==> config.mk <==
export PLATFORM = sky130hd
export DESIGN_NAME = tilexy_cl_drain_flat
export DESIGN_NICKNAME = d
export VERILOG_FILES = /design/src/rtl/tilexy_cl_drain_if.sv /design/src/rtl/tilexy_cl_drain.sv /design/src/flat_wrapper.sv
export SDC_FILE = /design/constraint.sdc
export NUM_CORES = 2
export LEC_CHECK = 0
export ABC_CLOCK_PERIOD_IN_PS = 18800
export CORE_UTILIZATION = 35
export DETAILED_ROUTE_END_ITERATION = 12
export GPL_ROUTABILITY_DRIVEN = 0
export PLACE_DENSITY = 0.63
export RECOVER_POWER = 100
export SLEW_MARGIN = 20
export SYNTH_ARGS = -nofsm -noshare
export SYNTH_HDL_FRONTEND = slang
export SYNTH_SLANG_ARGS = --single-unit
==> constraint.sdc <==
create_clock -name clk -period 18.8 [get_ports clk]
set_clock_uncertainty 0.05 [all_clocks]
set_input_delay 3.76 -clock clk [delete_from_list [all_inputs] [get_ports clk]]
set_output_delay 3.76 -clock clk [all_outputs]
set_load 0.03 [all_outputs]
==> src/rtl/tilexy_cl_drain_if.sv <==
// rtl/tilexy_cl_drain_if.sv - request, bank-write and completion bundle for the cache-line drain
interface tilexy_cl_drain_if #(
  parameter int BEATS = 8
);
  localparam int LW = 66 * BEATS;
  localparam int BW = $clog2(BEATS);
  localparam int SW = BEATS + 4;

  logic            req_vld;
  logic [LW-1:0]   req_data;
  logic [36:0]     req_addr;
  logic [SW-1:0]   req_size;
  logic            outen;
  logic            bank_we;
  logic [36+BW:0]  bank_addr;
  logic [65:0]     bank_data;
  logic [1:0]      bank_attr;
  logic            bank_ready;
  logic            done_vld;
  logic [36:0]     done_addr;
  logic [2:0]      done_idx;
  logic            busy;

  modport master (
    input  req_vld, req_data, req_addr, req_size, bank_ready,
    output outen, bank_we, bank_addr, bank_data, bank_attr,
           done_vld, done_addr, done_idx, busy
  );

  modport slave (
    output req_vld, req_data, req_addr, req_size, bank_ready,
    input  outen, bank_we, bank_addr, bank_data, bank_attr,
           done_vld, done_addr, done_idx, busy
  );
endinterface

==> src/rtl/tilexy_cl_drain.sv <==
// rtl/tilexy_cl_drain.sv - buffers cache-line writes and serialises masked beats to the bank port
module tilexy_cl_drain #(
  parameter int DEPTH = 2,
  parameter int BEATS = 8,
  parameter int IDX   = 0
) (
  input  logic              clk,
  input  logic              rst,
  tilexy_cl_drain_if.master bus
);
  localparam int LW = 66 * BEATS;
  localparam int BW = $clog2(BEATS);
  localparam int PW = $clog2(DEPTH);
  localparam int CW = PW + 1;
  localparam int SW = BEATS + 4;
  localparam int KW = BEATS + 2;

  typedef enum logic [1:0] {IDLE, BEAT, DONE} state_t;

  state_t            state, state_n;
  logic [1:0]        rst_sync;
  logic              rst_n;

  logic [LW-1:0]     line_mem [DEPTH];
  logic [36:0]       addr_mem [DEPTH];
  logic [KW-1:0]     size_mem [DEPTH];

  logic [CW-1:0]     count;
  logic [PW-1:0]     wr_ptr, rd_ptr;
  logic [LW-1:0]     line_q;
  logic [36:0]       addr_q;
  logic [1:0]        attr_q;
  logic [BEATS-1:0]  rem_mask;
  logic [BW-1:0]     beat_idx;

  logic              pop, load, accept, retire;
  logic [KW-1:0]     rd_size;
  logic [BEATS-1:0]  load_mask, rem_next;

  function automatic logic [BW-1:0] lowest(input logic [BEATS-1:0] m);
    lowest = '0;
    for (int i = BEATS - 1; i >= 0; i--) begin
      if (m[i]) lowest = BW'(i);
    end
  endfunction

  // Release is synchronised so the whole block leaves reset on one edge.
  always_ff @(posedge clk or negedge rst) begin
    if (!rst) rst_sync <= '0;
    else      rst_sync <= {rst_sync[0], 1'b1};
  end
  assign rst_n = rst_sync[1];

  assign pop       = bus.req_vld & (count < CW'(DEPTH)) & rst & rst_n;
  assign rd_size   = size_mem[rd_ptr];
  assign load_mask = rd_size[BEATS-1:0];
  assign rem_next  = rem_mask & ~(BEATS'(1) << beat_idx);

  // Reserved size bits are not stored; only {shared,exclusive} and the mask matter.
  always_ff @(posedge clk) begin
    if (pop) begin
      line_mem[wr_ptr] <= bus.req_data;
      addr_mem[wr_ptr] <= bus.req_addr;
      size_mem[wr_ptr] <= {bus.req_size[SW-1:SW-2], bus.req_size[BEATS-1:0]};
    end
  end

  always_ff @(posedge clk or negedge rst_n) begin
    if (!rst_n) state <= IDLE;
    else        state <= state_n;
  end

  always_comb begin
    state_n = state;
    load    = 1'b0;
    accept  = 1'b0;
    retire  = 1'b0;
    case (state)
      IDLE: begin
        if (count != '0) begin
          load    = 1'b1;
          state_n = (load_mask == '0) ? DONE : BEAT;
        end
      end
      BEAT: begin
        if (bus.bank_ready) begin
          accept = 1'b1;
          if (rem_next == '0) state_n = DONE;
        end
      end
      DONE: begin
        retire  = 1'b1;
        state_n = IDLE;
      end
      default: state_n = IDLE;
    endcase
  end

  always_ff @(posedge clk or negedge rst_n) begin
    if (!rst_n) begin
      count    <= '0;
      wr_ptr   <= '0;
      rd_ptr   <= '0;
      line_q   <= '0;
      addr_q   <= '0;
      attr_q   <= '0;
      rem_mask <= '0;
      beat_idx <= '0;
    end else begin
      count <= count + CW'(pop) - CW'(retire);
      if (pop)    wr_ptr <= wr_ptr + PW'(1);
      if (retire) rd_ptr <= rd_ptr + PW'(1);
      if (load) begin
        line_q   <= line_mem[rd_ptr];
        addr_q   <= addr_mem[rd_ptr];
        attr_q   <= rd_size[KW-1:KW-2];
        rem_mask <= load_mask;
        beat_idx <= lowest(load_mask);
      end else if (accept) begin
        // Advance straight to the next set bit so beats issue back to back.
        rem_mask <= rem_next;
        beat_idx <= lowest(rem_next);
      end
    end
  end

  assign bus.outen     = pop;
  assign bus.bank_we   = (state == BEAT);
  assign bus.bank_addr = {addr_q, beat_idx};
  assign bus.bank_data = line_q[66*int'(beat_idx) +: 66];
  assign bus.bank_attr = attr_q;
  assign bus.done_vld  = (state == DONE);
  assign bus.done_addr = addr_q;
  assign bus.done_idx  = 3'(IDX);
  assign bus.busy      = (count != '0) | (state != IDLE);
endmodule

==> src/flat_wrapper.sv <==
// flat-port wrapper written by rule: the top's interface ports become plain ports
module tilexy_cl_drain_flat 
#(
  parameter int DEPTH = 2,
  parameter int BEATS = 8,
  parameter int IDX   = 0
)
  (clk, rst, bus_req_vld, bus_req_data, bus_req_addr, bus_req_size, bus_bank_ready, bus_outen, bus_bank_we, bus_bank_addr, bus_bank_data, bus_bank_attr, bus_done_vld, bus_done_addr, bus_done_idx, bus_busy);
  tilexy_cl_drain_if #(.BEATS(BEATS)) bus_i ();
  input  logic clk;
  input  logic rst;
  input wire logic [$bits(bus_i.req_vld)-1:0] bus_req_vld;
  input wire logic [$bits(bus_i.req_data)-1:0] bus_req_data;
  input wire logic [$bits(bus_i.req_addr)-1:0] bus_req_addr;
  input wire logic [$bits(bus_i.req_size)-1:0] bus_req_size;
  input wire logic [$bits(bus_i.bank_ready)-1:0] bus_bank_ready;
  output wire logic [$bits(bus_i.outen)-1:0] bus_outen;
  output wire logic [$bits(bus_i.bank_we)-1:0] bus_bank_we;
  output wire logic [$bits(bus_i.bank_addr)-1:0] bus_bank_addr;
  output wire logic [$bits(bus_i.bank_data)-1:0] bus_bank_data;
  output wire logic [$bits(bus_i.bank_attr)-1:0] bus_bank_attr;
  output wire logic [$bits(bus_i.done_vld)-1:0] bus_done_vld;
  output wire logic [$bits(bus_i.done_addr)-1:0] bus_done_addr;
  output wire logic [$bits(bus_i.done_idx)-1:0] bus_done_idx;
  output wire logic [$bits(bus_i.busy)-1:0] bus_busy;
  assign bus_i.req_vld = bus_req_vld;
  assign bus_i.req_data = bus_req_data;
  assign bus_i.req_addr = bus_req_addr;
  assign bus_i.req_size = bus_req_size;
  assign bus_i.bank_ready = bus_bank_ready;
  assign bus_outen = bus_i.outen;
  assign bus_bank_we = bus_i.bank_we;
  assign bus_bank_addr = bus_i.bank_addr;
  assign bus_bank_data = bus_i.bank_data;
  assign bus_bank_attr = bus_i.bank_attr;
  assign bus_done_vld = bus_i.done_vld;
  assign bus_done_addr = bus_i.done_addr;
  assign bus_done_idx = bus_i.done_idx;
  assign bus_busy = bus_i.busy;
  tilexy_cl_drain #(.DEPTH(DEPTH), .BEATS(BEATS), .IDX(IDX)) u_core (.clk(clk), .rst(rst), .bus(bus_i));
endmodule
Yosys cells after proc, flatten, opt, wreduce, memory -nomap -nowiden
Memories as Yosys holds them, arrays and structs flattened. A register that Yosys moved wholly into a read port is not among the register bits.
Index checks and enable logic that the tools add are counted.
{"block": "word_totals", "ff_bits": 21, "ramBits": 1150, "in_bits": 581, "output_inout_bits": 152, "wordCells": 71, "n_memories": 3}
{"name": "u_core.line_mem", "words": 2, "width": 528, "read_ports": 1, "rd_clocked_by_memory_dff": 1, "wr": 1, "line": "tilexy_cl_drain.sv:24", "rtl": "logic [LW-1:0] line_mem [DEPTH];"}
{"name": "u_core.addr_mem", "words": 2, "width": 37, "read_ports": 1, "rd_clocked_by_memory_dff": 1, "wr": 1, "line": "tilexy_cl_drain.sv:25", "rtl": "logic [36:0] addr_mem [DEPTH];"}
{"name": "u_core.size_mem", "words": 2, "width": 10, "read_ports": 1, "rd_clocked_by_memory_dff": 0, "wr": 1, "line": "tilexy_cl_drain.sv:26", "rtl": "logic [KW-1:0] size_mem [DEPTH];"}
{"block": "classes", "addsub": 4, "n_mul": 1, "magnitude_cmp": 1, "eq_ne": 5, "n_shift": 2, "muxes": 32, "bitwise": 6, "reduce_logical": 9}
{"operator": "528-bit by 32-bit variable part select with 66-bit output", "count": 1}
{"operator": "3-bit two-way mux", "count": 18}
{"operator": "8-bit logical NOT", "count": 2}
{"operator": "8-bit two-way mux", "count": 2}
{"operator": "6-bit by 3-bit multiplier with 9-bit output, first input constant", "count": 1}
{"operator": "8-bit AND", "count": 1}
{"operator": "2-bit two-way mux", "count": 4}
{"operator": "8-bit NOT", "count": 1}
{"operator": "1-bit by 3-bit left shift with 8-bit output, first input constant", "count": 1}
{"operator": "1-bit two-way mux", "count": 7}
{"operator": "2-bit nonzero test", "count": 3}
{"operator": "2-bit by 1-bit != test with 1-bit output, second input constant", "count": 2}
{"operator": "2-bit case mux with 2 select lines", "count": 1}
{"operator": "1-bit AND", "count": 3}
{"operator": "3-bit AND reduction", "count": 1}
{"operator": "1-bit adder, second input constant", "count": 2}
{"operator": "2-bit by 1-bit adder with 2-bit output", "count": 1}
{"operator": "2-bit by 1-bit == test with 1-bit output, second input constant", "count": 1}
{"operator": "2-bit == test, second input constant", "count": 1}
{"operator": "1-bit logical NOT", "count": 2}
{"operator": "2-bit logical NOT", "count": 1}
{"operator": "2-bit less-than comparator, second input constant", "count": 1}
{"operator": "2-bit != test, second input constant", "count": 1}
{"operator": "2-bit by 1-bit subtractor with 2-bit output", "count": 1}
{"operator": "1-bit bitwise OR", "count": 1}

Depth between registers and ports, before layout
{"block": "logic_depth", "depth_word": 13, "depth_mapped": 8, "ltp_nobuf": 6}

Worst setup path before layout
No wires, ideal clock.
{"block": "synth_path", "path_type": "reg-to-reg", "start": "reg u_core.rst_sync[1]", "end": "mem u_core.addr_mem[0][0] (enable)", "setup_time_ps": 1522, "arrival_ps": 39265, "required_time_ps": 17228, "slack_ps": -22037, "stages_incl_launch_ff": 3, "path_buffers": 0, "synth_period_minus_slack_ps": 40837, "cell_sequence": "dfrtp_1 -> nand4b_1 -> nor2_1"}
{"block": "synth_via", "elab_chain_len": 3}
{"element": "start: declaration", "line": "tilexy_cl_drain.sv:21", "rtl": "logic [1:0] rst_sync;"}
{"element": "start signal: assignment", "line": "tilexy_cl_drain.sv:50", "rtl": "else rst_sync <= {rst_sync[0], 1'b1};"}
{"element": "1-bit AND", "line": "tilexy_cl_drain.sv:54", "rtl": "assign pop = bus.req_vld & (count < CW'(DEPTH)) & rst & rst_n;"}
{"element": "1-bit two-way mux", "line": "tilexy_cl_drain.sv:61", "rtl": "if (pop) begin"}
{"element": "1-bit two-way mux (implied by the code)", "line": "tilexy_cl_drain.sv:63", "rtl": "addr_mem[wr_ptr] <= bus.req_addr;"}
{"element": "end: declaration", "line": "tilexy_cl_drain.sv:25"}
Every way passes these cells.

Worst setup path in the final report
{"block": "layout_path", "start": "reg u_core.beat_idx[1]", "end": "out bus_bank_data[40]"}
{"block": "layout_via", "elab_chain_len": 2}
{"element": "start: declaration", "line": "tilexy_cl_drain.sv:34", "rtl": "logic [BW-1:0] beat_idx;"}
{"element": "start signal: assignment", "line": "tilexy_cl_drain.sv:118", "rtl": "beat_idx <= lowest(load_mask);"}
{"element": "start signal: assignment", "line": "tilexy_cl_drain.sv:122", "rtl": "beat_idx <= lowest(rem_next);"}
{"element": "6-bit by 3-bit multiplier with 9-bit output", "line": "tilexy_cl_drain.sv:130", "rtl": "assign bus.bank_data = line_q[66*int'(beat_idx) +: 66];"}
{"element": "528-bit by 32-bit variable part select with 66-bit output", "line": "tilexy_cl_drain.sv:130"}
{"element": "end: declaration", "line": "flat_wrapper.sv:20", "rtl": "output wire logic [$bits(bus_i.bank_data)-1:0] bus_bank_data;"}
Every way passes these cells.

==> summary.md <==
| Metric | Value |
|---|---|
| Run status | finished with violations |
| Violated checks | capacitance limit, slew limit |
| Async S/R FF share, synth | 33.8% |
| Fill cell count | 16400 |
| Total Die Area | 189000 um2 |
| Remaining DRCs | 0 |
| Final-report max-slew violation count | 1733 |
| Clock period minus worst slack | 13.38 ns |
| Synth-to-Final Area Change | 23.9% |
| Number of levels the H-tree was split into | 4 |
| Max VDD drop | 124 uV |
| Minimum hold slack | 0.305 ns |
| Total track usage | 17.6% |
| Number of global-route vias before repair | 36700 |
| Slowest-stage cell, CP | clkbuf_1 |
| Count of clock tree sinks | 1736 |
| Initial antenna violation count | 180 |
| Maximum fanout encountered on the critical timing path | 79 |
| Largest net degree at the start of global routing | 219 |
| Number of buffers created by CTS | 181 |
| Number of distinct standard cells referenced by the synthesized netlist | 48 |
| Xor-xnor portion of the synthesized cell area | 0.0533% |
| First-pass GRT wire length | 244000 um |
| Final #Nets | 5306 |
| HPWL reported at the end of detailed placement | 111000 um |
| Post-synthesis instance area | 65700 um2 |
| Share of post-route cells with drive strength above 1 | 10.2% |
| Max Root-Sink Buffers | 3 |
| Root buf cell | clkbuf_16 |
| Detailed Route Iter0 Violations | 2115 |
| Share of the yosys chip area belonging to registers | 74.9% |
| Die X-Extent | 435 um |
| Final worst path period share | 71.1% |
| Total area of multi-input combinational cells | 15100 um2 |
| Fraction of the mapped netlist area in compound gates | 4.90% |
| Total of buffers placed on input and output ports | 727 |
| Setup-violating endpoint count in the final report | 0 |
| Number of vias per cell | 4.77 |
| Yosys reg bits | 1736 |
| Share of synthesized area spent on multiplexers | 14.5% |
| Worst-margin pin slew | 9.11 ns |
| Number of buffers added to fix hold violations after cts | 0 |
| Biggest cell delay along the critical path | 4.83 ns |
| Most frequently used flop master after synthesis | edfxtp_1 |
| Post_cts resized | 0 |
| Critical Setup Path Class | flop to output pin |
| Kind of launch point of the worst setup path | flop |
| Max Clk Rate | 74.8 MHz |
| Data required time at the worst endpoint | 14.99 ns |
| Power density over the cells | 164 nW/um2 |
| Clock-pin slew reported for the worst setup and hold paths after clock tree synthesis | 0.06 ns |
| CP arrival | 9.57 ns |
| Clock latency at the later pin of the worst-skew pair | 0.82 ns |
| Max Cap Violations | 29 |
| Chip Height | 435 um |
| Ranking of synthesized cells by instance count | edfxtp_1 (1150), dfrtp_1 (586), o21ai_0 (585) |
| FP Rows | 158 |
| Antenna-violating nets left | 0 |
| Wire length after detailed routing | 168000 um |
| Number of enable-type register cells in the synthesized netlist | 1150 |
| Cell area reported after detailed placement | 75200 um2 |
| Cell count after synthesis | 4033 |
| Yosys warning count | 0 |
| # IOs | 733 |
| Relative slew slack | -508% |
| Placeable core area | 186000 um2 |
| List of cells traversed by the critical path | clkbuf_1 -> mux4_2 -> mux2_2 -> dlygate4sd3_1 |
| Final Instance Area | 81400 um2 |
| Area fraction in and, or, nand and nor cells after synthesis | 3.56% |
| TritonCTS clock tree | done |
| Number of iterations in the first detailed-routing pass | 5 |
| Final hold violations | 0 |
| Static power due to leakage | 31.0 nW |
| Reg-to-Reg Start | u_core.rd_ptr |
| Remaining global-route overflow | 0 |
| Number of setup buffers added after CTS | 0 |
| Reg area | 49200 um2 |
| Mean cell area of the mapped netlist | 16.3 um2 |
| Number of standard cells in the final layout excluding fillers | 7473 |
| Via count | 35600 |
| Nature of the critical path endpoint | output pin |
| Cell with the most instances after synthesis | edfxtp_1 |
| Final total negative setup slack | 0 ns |
| Combinational family with the most area after synthesis | multiplexers |
| Dominant cell type by area after synthesis | edfxtp_1 |
| Critical path origin | u_core.beat_idx[1] |
| Start point of the worst min-delay path | u_core.rst_sync[0] |
| Final design utilization | 43.8% |
| Effective utilization at floorplan | 35.3% |
| RSZ-0062 raised after global routing | no |
| Worst hold path type | flop to flop |
| Area share of the largest cell type after synthesis | 52.6% |
| Detailed-route wire length per cell | 22.5 um |
| Share of synthesized cell area in full adder, half adder and majority cells | 0.0381% |
| Leading cell types by total area after synthesis | edfxtp_1 (53%), dfrtp_1 (22%), mux2i_1 (8.8%), mux4_2 (4.5%), o21ai_0 (4.5%) |
| Placed cells | 7018 |
registers in the layout (all words and copies together), names as in the netlist, 2 cells and up:
register              flops
u_core.count              2
u_core.state              2
u_core.beat_idx           3
u_core.rem_mask           8
u_core.addr_mem          74
u_core.bus.done_addr     37
u_core.rst_sync           2
u_core.bus.bank_attr      2
u_core.line_mem        1056
u_core.size_mem          20
u_core.line_q           528
worst paths after layout:
path                       slack, ns                  to  cells after the start
hold reg to reg                 0.31  u_core.rst_sync[1]                      0
setup reg to reg                5.63   u_core.line_q[26]                      5
max in group asynchronous       7.32  u_core.line_q[161]                      4
setup / recovery                5.42   bus_bank_data[40]                      4
min in group asynchronous       1.20     u_core.count[0]                      0
hold / removal                  0.31  u_core.rst_sync[1]                      0
kinds of logic (layout without fill, tap and decap cells):
| group | count (synthesis) | in the layout |
|---|---|---|
| other | 2 | 118 |
| XOR/XNOR | 4 | 4 |
| AO/OA/AOI/OAI | 624 | 624 |
| multiplexers | 775 | 775 |
| buffers and inverters | 283 | 1127 |
| AND/OR/NAND/NOR | 607 | 607 |
| adder cells (fa/ha/maj) | 2 | 2 |
| flip-flops | 1736 | 1736 |
per-stage QoR:
step	setup WS [ns]	total power, W
after CTS	9.50	0.0135
after global routing	4.74	0.0140
after floorplan	0.635	0.00825
after detailed placement	9.50	0.00987
final	5.42	0.0133
after global placement	9.54	0.00977
worst max-delay path, delay by kind of cell, from the launching register on:
family	cells	cell delay, ns
multiplexers	2	1.59
flip-flops	1	1.18
buffers and inverters	2	5.59
metal layers:
metal | GRT usage [%] | vias up | wire length, um
met5 | 0 | - | 459
met4 | 9.52 | 76 | 8890
met3 | 4.61 | 459 | 9140
met2 | 31.8 | 977 | 90000
met1 | 18.6 | 17600 | 59600
li1 | - | 16500 | -
layout make-up:
| cell class | count | area share, % |
|---|---|---|
| flip-flops and latches | 1736 | 60.4 |
| well taps | 2480 | 3.81 |
| clock buffers | 259 | 6.32 |
| repair buffers | 778 | 9.38 |
| inverters | 10 | 0.0461 |
| diodes | 114 | 0.351 |
| multi-input cells | 2016 | 18.6 |
| clock inverters | 80 | 1.04 |
report_power, final:
group          total (W)  leakage, nW  internal (W)  switching (W)
Sequential       0.00534         17.7       0.00489       0.000444
Combinational    0.00440         10.4       0.00185        0.00255
Clock            0.00357         2.92       0.00207        0.00150
Total             0.0133         31.0       0.00881        0.00450
placed cells by master, fill, tap and decap left out, types with 5 or more instances in the layout:
cell	instances
edfxtp_1	1150
dlygate4sd3_1	720
dfrtp_1	586
o21ai_0	585
mux2i_1	575
nand2_1	574
clkbuf_16	184
mux4_2	132
diode_2	114
clkbuf_1	73
mux2_2	67
clkbuf_8	26
clkinv_1	23
buf_4	22
clkinv_2	21
nor2_1	11
bufinv_16	11
inv_1	10
a21oi_1	8
inv_6	7
clkdlybuf4s50_1	7
nor2b_1	5
a31oi_1	5
nor3_1	5
clkinvlp_4	5
buf_12	5
Power figures use the tool's default switching activity.
